`src/rtl/raster_pkg.sv`:
```
// ---------------------------------------------------------------------------
// raster_pkg
// Shared definitions for the raster bounding-box walker:
//   - default screen geometry and fixed-point format
//   - coordinate width (signed fixed point) and pixel-index width
//   - walker FSM state encoding
//   - signed min/max helpers over three vertices
// ---------------------------------------------------------------------------
package raster_pkg;

    localparam int SCREEN_W_DEFAULT  = 640;
    localparam int SCREEN_H_DEFAULT  = 480;
    localparam int FRAC_BITS_DEFAULT = 6;

    localparam int COORD_W = 16;   // signed fixed-point vertex / sample width
    localparam int PIX_W   = 10;   // integer pixel index width

    typedef enum logic [1:0] {
        IDLE  = 2'd0,
        SETUP = 2'd1,
        SCAN  = 2'd2
    } state_t;

    function automatic logic signed [COORD_W-1:0] min3(
        input logic signed [COORD_W-1:0] a,
        input logic signed [COORD_W-1:0] b,
        input logic signed [COORD_W-1:0] c
    );
        logic signed [COORD_W-1:0] m;
        m = (a < b) ? a : b;
        m = (m < c) ? m : c;
        return m;
    endfunction

    function automatic logic signed [COORD_W-1:0] max3(
        input logic signed [COORD_W-1:0] a,
        input logic signed [COORD_W-1:0] b,
        input logic signed [COORD_W-1:0] c
    );
        logic signed [COORD_W-1:0] m;
        m = (a > b) ? a : b;
        m = (m > c) ? m : c;
        return m;
    endfunction

endpackage

```
`src/rtl/bbox_setup.sv`:
```
// ---------------------------------------------------------------------------
// bbox_setup
// Purely combinational bounding-box computation for one triangle.
// Per axis: min/max of the three vertex coordinates, arithmetic shift down to
// integer pixels (floor), clamp to the screen, and an empty flag.
//
// Ports:
//   v0x..v2y   in   signed fixed-point vertex coordinates
//   xmin/xmax  out  clamped integer column range
//   ymin/ymax  out  clamped integer row range
//   empty      out  bbox lies fully off-screen or is inverted after clamping
// ---------------------------------------------------------------------------
module bbox_setup
    import raster_pkg::*;
#(
    parameter int SCREEN_W  = SCREEN_W_DEFAULT,
    parameter int SCREEN_H  = SCREEN_H_DEFAULT,
    parameter int FRAC_BITS = FRAC_BITS_DEFAULT
) (
    input  logic signed [COORD_W-1:0] v0x,
    input  logic signed [COORD_W-1:0] v0y,
    input  logic signed [COORD_W-1:0] v1x,
    input  logic signed [COORD_W-1:0] v1y,
    input  logic signed [COORD_W-1:0] v2x,
    input  logic signed [COORD_W-1:0] v2y,
    output logic        [PIX_W-1:0]   xmin,
    output logic        [PIX_W-1:0]   xmax,
    output logic        [PIX_W-1:0]   ymin,
    output logic        [PIX_W-1:0]   ymax,
    output logic                      empty
);

    // Axis 0 is x, axis 1 is y.
    logic signed [COORD_W-1:0] coord    [2][3];
    logic signed [COORD_W-1:0] lo_int   [2];
    logic signed [COORD_W-1:0] hi_int   [2];
    logic        [PIX_W-1:0]   lo_clamp [2];
    logic        [PIX_W-1:0]   hi_clamp [2];
    logic        [1:0]         off_screen;
    logic        [1:0]         inverted;

    assign coord[0][0] = v0x;
    assign coord[0][1] = v1x;
    assign coord[0][2] = v2x;
    assign coord[1][0] = v0y;
    assign coord[1][1] = v1y;
    assign coord[1][2] = v2y;

    generate
        for (genvar gi = 0; gi < 2; gi++) begin : g_axis
            localparam int LIMIT = (gi == 0) ? SCREEN_W : SCREEN_H;
            localparam logic signed [COORD_W-1:0] LIMIT_S = COORD_W'(LIMIT);
            localparam logic signed [COORD_W-1:0] MAX_S   = COORD_W'(LIMIT - 1);
            localparam logic signed [COORD_W-1:0] ZERO_S  = '0;

            // Arithmetic shift floors negative coordinates toward -inf, so a
            // vertex at -0.5 px lands in column -1, not column 0.
            assign lo_int[gi] = min3(coord[gi][0], coord[gi][1], coord[gi][2]) >>> FRAC_BITS;
            assign hi_int[gi] = max3(coord[gi][0], coord[gi][1], coord[gi][2]) >>> FRAC_BITS;

            // Off-screen is judged on the unclamped range; clamping alone
            // would fold a wholly off-screen box onto the screen edge.
            assign off_screen[gi] = (hi_int[gi] < ZERO_S) || (lo_int[gi] >= LIMIT_S);

            assign lo_clamp[gi] = (lo_int[gi] < ZERO_S) ? '0 :
                                  (lo_int[gi] > MAX_S)  ? MAX_S[PIX_W-1:0] :
                                                          lo_int[gi][PIX_W-1:0];
            assign hi_clamp[gi] = (hi_int[gi] < ZERO_S) ? '0 :
                                  (hi_int[gi] > MAX_S)  ? MAX_S[PIX_W-1:0] :
                                                          hi_int[gi][PIX_W-1:0];

            assign inverted[gi] = lo_clamp[gi] > hi_clamp[gi];
        end
    endgenerate

    assign xmin  = lo_clamp[0];
    assign xmax  = hi_clamp[0];
    assign ymin  = lo_clamp[1];
    assign ymax  = hi_clamp[1];
    assign empty = (|off_screen) || (|inverted);

endmodule

```
`src/rtl/raster_bbox_walker.sv`:
```
// ---------------------------------------------------------------------------
// raster_bbox_walker
// Accepts a triangle, computes its screen-clamped bounding box and walks every
// pixel of that box in row-major order, offering one pixel-centre sample point
// per cycle to the downstream stage through a valid/ready handshake.
//
// Ports:
//   clk, rst_n              clock, asynchronous active-low reset
//   tri_valid / tri_ready   triangle handshake (ready only when idle)
//   v0x..v2y                signed fixed-point vertices of the offered triangle
//   t_v0x..t_v2y            vertices latched at accept, held until next accept
//   pix_valid / pix_ready   sample-point handshake
//   px, py                  fixed-point pixel-centre sample coordinates
//   pix_x, pix_y            integer pixel column / row
//   pix_last                final pixel of the current triangle
//   busy                    triangle in setup or scan
//
// Timing: accept cycle -> SETUP cycle (bbox registered, first pixel loaded)
// -> first pix_valid two cycles after accept.
// ---------------------------------------------------------------------------
module raster_bbox_walker
    import raster_pkg::*;
#(
    parameter int SCREEN_W  = SCREEN_W_DEFAULT,
    parameter int SCREEN_H  = SCREEN_H_DEFAULT,
    parameter int FRAC_BITS = FRAC_BITS_DEFAULT
) (
    input  logic                      clk,
    input  logic                      rst_n,

    input  logic                      tri_valid,
    output logic                      tri_ready,
    input  logic signed [COORD_W-1:0] v0x,
    input  logic signed [COORD_W-1:0] v0y,
    input  logic signed [COORD_W-1:0] v1x,
    input  logic signed [COORD_W-1:0] v1y,
    input  logic signed [COORD_W-1:0] v2x,
    input  logic signed [COORD_W-1:0] v2y,

    output logic signed [COORD_W-1:0] t_v0x,
    output logic signed [COORD_W-1:0] t_v0y,
    output logic signed [COORD_W-1:0] t_v1x,
    output logic signed [COORD_W-1:0] t_v1y,
    output logic signed [COORD_W-1:0] t_v2x,
    output logic signed [COORD_W-1:0] t_v2y,

    output logic                      pix_valid,
    input  logic                      pix_ready,
    output logic        [COORD_W-1:0] px,
    output logic        [COORD_W-1:0] py,
    output logic        [PIX_W-1:0]   pix_x,
    output logic        [PIX_W-1:0]   pix_y,
    output logic                      pix_last,
    output logic                      busy
);

    localparam int HALF_PIX = 1 << (FRAC_BITS - 1);

    // Pixel index -> fixed-point pixel centre.
    function automatic logic [COORD_W-1:0] centre(input logic [PIX_W-1:0] idx);
        return (COORD_W'(idx) << FRAC_BITS) + COORD_W'(HALF_PIX);
    endfunction

    state_t            state_reg;
    state_t            state_next;

    logic [PIX_W-1:0]  bb_xmin;
    logic [PIX_W-1:0]  bb_xmax;
    logic [PIX_W-1:0]  bb_ymin;
    logic [PIX_W-1:0]  bb_ymax;
    logic              bb_empty;

    // Walk limits captured in SETUP; ymin is not needed once the walk starts.
    logic [PIX_W-1:0]  xmin_reg;
    logic [PIX_W-1:0]  xmax_reg;
    logic [PIX_W-1:0]  ymax_reg;

    logic [PIX_W-1:0]  x_next;
    logic [PIX_W-1:0]  y_next;
    logic              last_next;

    logic              accept;
    logic              advance;

    assign accept  = tri_valid && tri_ready;
    assign advance = pix_valid && pix_ready;

    // -----------------------------------------------------------------------
    // Bounding box from the latched vertices (valid during SETUP).
    // -----------------------------------------------------------------------
    bbox_setup #(
        .SCREEN_W  (SCREEN_W),
        .SCREEN_H  (SCREEN_H),
        .FRAC_BITS (FRAC_BITS)
    ) u_bbox_setup (
        .v0x   (t_v0x),
        .v0y   (t_v0y),
        .v1x   (t_v1x),
        .v1y   (t_v1y),
        .v2x   (t_v2x),
        .v2y   (t_v2y),
        .xmin  (bb_xmin),
        .xmax  (bb_xmax),
        .ymin  (bb_ymin),
        .ymax  (bb_ymax),
        .empty (bb_empty)
    );

    // -----------------------------------------------------------------------
    // FSM: state register
    // -----------------------------------------------------------------------
    always_ff @(posedge clk or negedge rst_n) begin
        if (!rst_n) begin
            state_reg <= IDLE;
        end else begin
            state_reg <= state_next;
        end
    end

    // -----------------------------------------------------------------------
    // FSM: next-state logic
    // -----------------------------------------------------------------------
    always_comb begin
        state_next = state_reg;
        case (state_reg)
            IDLE:    if (accept)               state_next = SETUP;
            SETUP:   state_next = bb_empty ? IDLE : SCAN;
            SCAN:    if (advance && pix_last)  state_next = IDLE;
            default: state_next = IDLE;
        endcase
    end

    // -----------------------------------------------------------------------
    // FSM: outputs (decoded from the registered state, so glitch-free and
    // correct while reset is held)
    // -----------------------------------------------------------------------
    always_comb begin
        tri_ready = 1'b0;
        busy      = 1'b0;
        case (state_reg)
            IDLE:    tri_ready = 1'b1;
            SETUP:   busy      = 1'b1;
            SCAN:    busy      = 1'b1;
            default: tri_ready = 1'b0;
        endcase
    end

    // -----------------------------------------------------------------------
    // Vertex latch
    // -----------------------------------------------------------------------
    always_ff @(posedge clk or negedge rst_n) begin
        if (!rst_n) begin
            t_v0x <= '0;
            t_v0y <= '0;
            t_v1x <= '0;
            t_v1y <= '0;
            t_v2x <= '0;
            t_v2y <= '0;
        end else if (accept) begin
            t_v0x <= v0x;
            t_v0y <= v0y;
            t_v1x <= v1x;
            t_v1y <= v1y;
            t_v2x <= v2x;
            t_v2y <= v2y;
        end
    end

    // -----------------------------------------------------------------------
    // Row-major step: wrap x back to xmin and bump y at the end of a row.
    // last_next looks one pixel ahead so pix_last is registered alongside
    // the pixel it belongs to.
    // -----------------------------------------------------------------------
    always_comb begin
        if (pix_x == xmax_reg) begin
            x_next = xmin_reg;
            y_next = pix_y + PIX_W'(1);
        end else begin
            x_next = pix_x + PIX_W'(1);
            y_next = pix_y;
        end
        last_next = (x_next == xmax_reg) && (y_next == ymax_reg);
    end

    // -----------------------------------------------------------------------
    // Pixel counters and registered sample outputs. Nothing changes while a
    // pixel is offered but not taken, which keeps outputs stable on stalls.
    // -----------------------------------------------------------------------
    always_ff @(posedge clk or negedge rst_n) begin
        if (!rst_n) begin
            xmin_reg  <= '0;
            xmax_reg  <= '0;
            ymax_reg  <= '0;
            pix_x     <= '0;
            pix_y     <= '0;
            px        <= '0;
            py        <= '0;
            pix_last  <= 1'b0;
            pix_valid <= 1'b0;
        end else begin
            case (state_reg)
                SETUP: begin
                    if (!bb_empty) begin
                        xmin_reg  <= bb_xmin;
                        xmax_reg  <= bb_xmax;
                        ymax_reg  <= bb_ymax;
                        pix_x     <= bb_xmin;
                        pix_y     <= bb_ymin;
                        px        <= centre(bb_xmin);
                        py        <= centre(bb_ymin);
                        pix_last  <= (bb_xmin == bb_xmax) && (bb_ymin == bb_ymax);
                        pix_valid <= 1'b1;
                    end
                end
                SCAN: begin
                    if (advance) begin
                        if (pix_last) begin
                            pix_valid <= 1'b0;
                            pix_last  <= 1'b0;
                        end else begin
                            pix_x    <= x_next;
                            pix_y    <= y_next;
                            px       <= centre(x_next);
                            py       <= centre(y_next);
                            pix_last <= last_next;
                        end
                    end
                end
                default: begin
                end
            endcase
        end
    end

endmodule

```
`config.mk`:
```
export PLATFORM = sky130hd
export DESIGN_NAME = raster_bbox_walker
export DESIGN_NICKNAME = d
export VERILOG_FILES = /design/src/rtl/raster_pkg.sv /design/src/rtl/bbox_setup.sv /design/src/rtl/raster_bbox_walker.sv
export SDC_FILE = /design/constraint.sdc
export NUM_CORES = 1
export LEC_CHECK = 0
export CAP_MARGIN = 5
export CORE_MARGIN = 5
export CORE_UTILIZATION = 30
export CTS_BUF_LIST = sky130_fd_sc_hd__clkbuf_8
export DETAILED_ROUTE_END_ITERATION = 8
export HOLD_SLACK_MARGIN = 0.12
export PLACE_DENSITY = 0.64
export SKIP_LAST_GASP = 1
export SYNTH_ARGS = -nofsm -noshare
export SYNTH_HDL_FRONTEND = slang
export SYNTH_SLANG_ARGS = --single-unit
export TNS_END_PERCENT = 1
```
`constraint.sdc`:
```
create_clock -name clk -period 9.3 [get_ports clk]
set_clock_uncertainty 0.15 [all_clocks]
set_input_delay 0.93 -clock clk [delete_from_list [all_inputs] [get_ports clk]]
set_output_delay 0.93 -clock clk [all_outputs]
set_load 0.005 [all_outputs]
```
== After elaboration in Yosys (flattened, before gate mapping) ==
Cells that the tools add are included.
Widths: inputs -> output; s select.

* Logic and storage cells: 122
* Input bits: 100
* Output and inout bits: 152
* Register bits: 182

* Muxes and demuxes: 48
* $lt $le $gt $ge: 20
* Reductions and logical operators: 18
* Bitwise operators: 1
* Add/subtract/negate cells: 6
* Equal/unequal tests: 13

{| class="wikitable"
|+ Operators by type and width
! kind !! number
|-
| $mux 16 || 14
|-
| $mux 10 || 16
|-
| $add 16x6->16 const B || 4
|-
| $gt 16x16->1 || 4
|-
| $lt 16x16->1 || 4
|-
| $pmux 16 s2 || 2
|-
| $eq 10x10->1 || 5
|-
| $lt 10x1->1 const B || 4
|-
| $pmux 10 s2 || 2
|-
| $gt 10x11->1 const B || 2
|-
| $add 10x1->10 const B || 2
|-
| $gt 10x10->1 || 2
|-
| $gt 10x10->1 const B || 2
|-
| $ne 2x2->1 const B || 6
|-
| $ge 10x11->1 const B || 1
|-
| $ge 10x10->1 const B || 1
|-
| $mux 1 || 8
|-
| $reduce_and 4->1 || 2
|-
| $mux 2 || 3
|-
| $pmux 2 s3 || 1
|-
| $reduce_or 2->1 || 3
|-
| $logic_and 1x1->1 || 5
|-
| $pmux 1 s2 || 2
|-
| $reduce_and 2->1 || 2
|-
| 7 further kinds || 9
|}

== Logic depth before layout (Yosys ltp) ==
Gate-level depths: netlist of run 1.

* Word-level depth: 12
* Depth in mapped cells: 37

== Modules after synthesis ==
Synthesis of run 1 repeated with hierarchy kept, for this count alone.

* Cells, all modules: 1227
* Area, all modules: 11903.9 um^2

{| class="wikitable"
|+ Modules (own cells, without submodules)
! module !! cells each !! times used !! area an instance (um^2) !! sequential area each (um^2)
|-
| raster_bbox_walker || 586 || 1 || 7265.7 || 3778.6
|-
| bbox_setup || 641 || 1 || 4638.2 || 0.0
|}

== Worst setup path before layout of run 1 ==
Ideal clock, no wire load.

* Kind: reg2reg
* Start point: reg t_v1y[15]
* End point: reg pix_y[2]
* Path slack: 0.915 ns
* Path buffers: 5
* Cell stages (with the launch flop): 32
* Arrival: 8.109 ns
* Setup time: 0.126 ns
* Required time: 9.024 ns
* Cell sequence: dfrtp_1 inv_1 ha_1 buf_4 nand4_4 or4_1 a21o_1 and4_4 buf_6 nor2_2 clkbuf_1 mux2_2 ha_1 or3b_1 a211o_1 a311oi_1 a21oi_1 o211a_1 a311oi_4 o211ai_2 nor4_4 o21ai_0 ha_1 or3_1 a221oi_1 a21oi_1 a211oi_1 o2111ai_4 or2_1 buf_2 buf_6 o311a_1

* Longest elaborated chain between the ends: 12

{| class="wikitable"
|+ RTL lines
! what !! line !! text
|-
| start, declared || raster_bbox_walker.sv:43 || <nowiki>output logic signed [COORD_W-1:0] t_v1y,</nowiki>
|-
| start signal, assigned || raster_bbox_walker.sv:163 || <nowiki>t_v1y <= v1y;</nowiki>
|-
| $lt 16x16->1 / $gt 16x16->1 (equally long branches) || raster_pkg.sv:30, raster_pkg.sv:41 ||
|-
| $mux 16, on equally long branches || raster_pkg.sv:30, raster_pkg.sv:41 ||
|-
| $lt 16x16->1 / $gt 16x16->1 (equally long branches) || raster_pkg.sv:31, raster_pkg.sv:42 ||
|-
| $mux 16, on equally long branches || raster_pkg.sv:31, raster_pkg.sv:42 ||
|-
| $gt 10x10->1, on equally long branches || bbox_setup.sv:66, bbox_setup.sv:69 ||
|-
| $mux 10, on equally long branches || bbox_setup.sv:66, bbox_setup.sv:69 ||
|-
| $mux 10, on equally long branches || bbox_setup.sv:65, bbox_setup.sv:68 ||
|-
| $gt 10x10->1 || bbox_setup.sv:72 || <nowiki>assign inverted[gi] = lo_clamp[gi] > hi_clamp[gi];</nowiki>
|-
| $reduce_or 2->1 || bbox_setup.sv:80 || <nowiki>assign empty = (|off_screen) || (|inverted);</nowiki>
|-
| $logic_or 1x1->1 || bbox_setup.sv:80 ||
|-
| $ne 2x2->1 (no source line) || - ||
|-
| $reduce_and 4->1 (no source line) || - ||
|-
| end signal, assigned || raster_bbox_walker.sv:208 || <nowiki>pix_y <= bb_ymin;</nowiki>
|-
| end signal, assigned || raster_bbox_walker.sv:222 || <nowiki>pix_y <= y_next;</nowiki>
|-
| end, declared || raster_bbox_walker.sv:52 || <nowiki>output logic [PIX_W-1:0] pix_y,</nowiki>
|}

Parallel ways exist; a longest one is shown, timed or not. The select of a mux whose other input is x is not followed.
A chain may end at the register's enable or synchronous reset.

== Worst setup path in the final report of run 1 ==
* Start point: reg t_v0y[15]
* End point: reg xmax_reg[5]

* Longest elaborated chain between the ends: 12

{| class="wikitable"
|+ RTL lines
! what !! line !! text
|-
| start, declared || raster_bbox_walker.sv:41 || <nowiki>output logic signed [COORD_W-1:0] t_v0y,</nowiki>
|-
| start signal, assigned || raster_bbox_walker.sv:161 || <nowiki>t_v0y <= v0y;</nowiki>
|-
| $lt 16x16->1 / $gt 16x16->1 (equally long branches) || raster_pkg.sv:30, raster_pkg.sv:41 ||
|-
| $mux 16, on equally long branches || raster_pkg.sv:30, raster_pkg.sv:41 ||
|-
| $lt 16x16->1 / $gt 16x16->1 (equally long branches) || raster_pkg.sv:31, raster_pkg.sv:42 ||
|-
| $mux 16, on equally long branches || raster_pkg.sv:31, raster_pkg.sv:42 ||
|-
| $gt 10x10->1, on equally long branches || bbox_setup.sv:66, bbox_setup.sv:69 ||
|-
| $mux 10, on equally long branches || bbox_setup.sv:66, bbox_setup.sv:69 ||
|-
| $mux 10, on equally long branches || bbox_setup.sv:65, bbox_setup.sv:68 ||
|-
| $gt 10x10->1 || bbox_setup.sv:72 ||
|-
| $reduce_or 2->1 || bbox_setup.sv:80 ||
|-
| $logic_or 1x1->1 * || bbox_setup.sv:80 ||
|-
| $not 1->1 (no source line) * || - ||
|-
| $reduce_and 2->1 (no source line) * || - ||
|-
| end signal, assigned || raster_bbox_walker.sv:205 || <nowiki>xmax_reg <= bb_xmax;</nowiki>
|-
| end, declared || raster_bbox_walker.sv:75 || <nowiki>logic [PIX_W-1:0] xmax_reg;</nowiki>
|}

Every way passes the cells marked *; elsewhere a longest branch is shown, timed or not.

==> flow_summary.yaml, run 1 <==
run_status:
  status: "complete, no violations"
yosys:
  ys_seq_area_share_pct: 33.0
  yosysUniqueCellTypes: 80
  synth_edf_count: 0
  ys_ff_latch: 150
  syn_avg_cell_area_um2: 9.30
  async_reset_ff_share_pct: 100
  syn_area_um2: 11400
  synth_common_cells: "150 x dfrtp_1, 127 x mux2_2, 122 x nand2_1"
  synth_top_area_share_pct: 33.0
  ys_warn_count: 0
  synth_ff_type: "dfrtp_1"
  synth_most_common_cell: "dfrtp_1"
  yosysTopAreaCell: "dfrtp_1"
  synthCells: 1223
  synthTopCellsByArea: "dfrtp_1 33%, ha_1 13%, mux2_2 13%"
routing:
  dr.pass1.iters: 5
  via_count: 9707
  ant_nets: 0
  routed_wl_mm: 34.6
  avgRoutedWirePerCell_um: 17.7
  avgViaCountPerCell: 4.97
  dr.first_iter.drc_count: 521
  drc: 0
clock_tree:
  cts_made_buffers: 17
  htree_levels: 4
  cts_hold_buf: 0
  clk_path_buf_depth: 2
  cts_sinks: 150
  clk_pin_slew_ps: 90
  postCtsSetupBuffers: 0
  cts-root-buf: "clkbuf_8"
  cts_tree: "built"
  clk_latency_ps: 510
timing:
  relSlewSlack_pct: 26.9
  setup_violations: 0
  rsz0062_at_grt: "no"
  period_share_pct: 92.7
  final_hold_viol_count: 0
  fin_crit_ps: 8620
  drv_slew: 0
  setup_tns_ps: 0
  fmax_mhz: 116
  worst_slew_pin_slew_ps: 1100
grt:
  antenna_found_initial: 1
  grt-ovfl-total: 0
  met1_usage_pct: 23.1
  top_usage_layer: "met2"
  grt_max_degree: 88
  met3_usage_pct: 3.85
  grt_pass1_wl_mm: 55.1
  grt_pass1_vias: 9934
  use_met2_pct: 25.6
  grt_usage_pct: 16.5
critical_path:
  critical_path_class: "reg -> reg"
  start_kind: "flop"
  r2r_cells: 29
  r2r-start: "t_v0y[15]"
  cp_slowest_cell: "or4_1"
  reg2reg_slack_ps: 680
  required_ps: 9520
  endpoint_kind: "flop"
  r2r-end: "xmax_reg[5]"
  cpPeakStageDelay_ps: 560
  arrival_ps: 8840
  worstPathMaxFanout: 29
placed_design:
  post-dp-hpwl_mm: 27.6
  gp_congestion: 0.903
  numPortBuffers: 241
min_path:
  hp-class: "in -> async"
finish:
  syn2layout_area_growth_pct: 27.4
  layout.nets: 1647
  drive_gt1_share_pct: 13.6
  antennaDiodeCount: 0
  fillCellCount: 3732
floorplanning:
  die_h_um: 205
  num_io_pins: 252
  initial_core_util_pct: 30.3
  fp-row-count: 71
  core_area_um2: 37600
  die-area_um2: 41900
  die_x_um: 205
run:
  drv_cap: 0
-- layout make-up --
class                           count  area (um2)  share of cell area (%)
Multi-Input combinational cell    913        6870                    47.4
Tap cell                          511         639                    4.41
Clock buffer                       17         234                    1.61
Inverter                           93         349                    2.41
Timing Repair Buffer              255        2520                    17.4
Sequential cell                   150        3750                    25.9
Clock inverter                     15         133                   0.915
-- stage by stage --
stage	setup WS, ps	std cells	area, um2	hold WS (ps)	util, %
2_1_floorplan	915	1232	11400	290	-
3_3_place_gp	824	1922	14100	309	37.6
3_5_place_dp	477	1922	14100	322	37.6
4_1_cts	487	1954	14500	342	38.6
5_1_grt	53.3	1954	14500	371	38.6
6_report	679	1954	14500	331	38.6
-- worst max-delay path by stage --
stage,to,slack [ps],start
after floorplan,pix_y[2],920,t_v1y[15]
after global placement,xmin_reg[9],820,t_v0y[15]
after detailed placement,xmax_reg[5],480,t_v0y[15]
after CTS,xmax_reg[5],490,t_v0y[15]
after global routing,xmax_reg[3],50,t_v0y[15]
final,xmax_reg[5],680,t_v0y[15]
-- layer usage --
metal	share of wire (%)	up-vias
li1	-	4743
met1	48	4645
met2	44	277
met3	5.9	40
met4	1.8	2
met5	0.038	-
-- critical path: cells and delay by family, from the launching register on --
kind	cells	cell delay, ps
flip-flops	1	490
adder cells (fa/ha/maj)	3	1020
AO/OA/AOI/OAI	11	2500
multiplexers	1	370
buffers and inverters	3	820
AND/OR/NAND/NOR	11	3170
-- logic make-up after synthesis --
logic type | synth area share [%]
other | 0.0330
flip-flops | 33.0
XOR/XNOR | 3.16
AO/OA/AOI/OAI | 14.7
adder cells (fa/ha/maj) | 12.9
AND/OR/NAND/NOR | 14.7
buffers and inverters | 7.06
multiplexers | 14.4
-- repair_timing --
| item | 4_1_cts | 5_1_grt |
|---|---|---|
| endpoints found under the hold margin | 0 | 0 |
| endpoints found under the setup margin | 0 | 26 |
| gates resized for setup | 0 | 1 |
-- placed cells by master, fill, tap and decap left out, types with 10 or more instances in the layout --
cell type / n
nand3_1: 26
nor2_1: 69
a21oi_1: 63
xor2_1: 23
inv_1: 96
conb_1: 10
nor2b_1: 20
clkbuf_8: 17
o21ai_0: 86
mux2i_1: 21
clkdlybuf4s50_1: 240
buf_4: 14
a21o_1: 15
xnor2_1: 18
ha_1: 117
nand4_1: 22
nor3_1: 18
dfrtp_1: 150
nand2_1: 121
mux2_2: 127
Power of run 1 is left out: the tool's default activity adds up to more than one toggle a clock period on the data nets, which glitch-free logic cannot reach.
==> run 2: changes to the inputs <==
- CAP_MARGIN: 5 -> default
==> results of run 2 <==
No change in the layout: final DEF, timing and power equal those of run 1.
Power of run 2 is left out for the same reason.
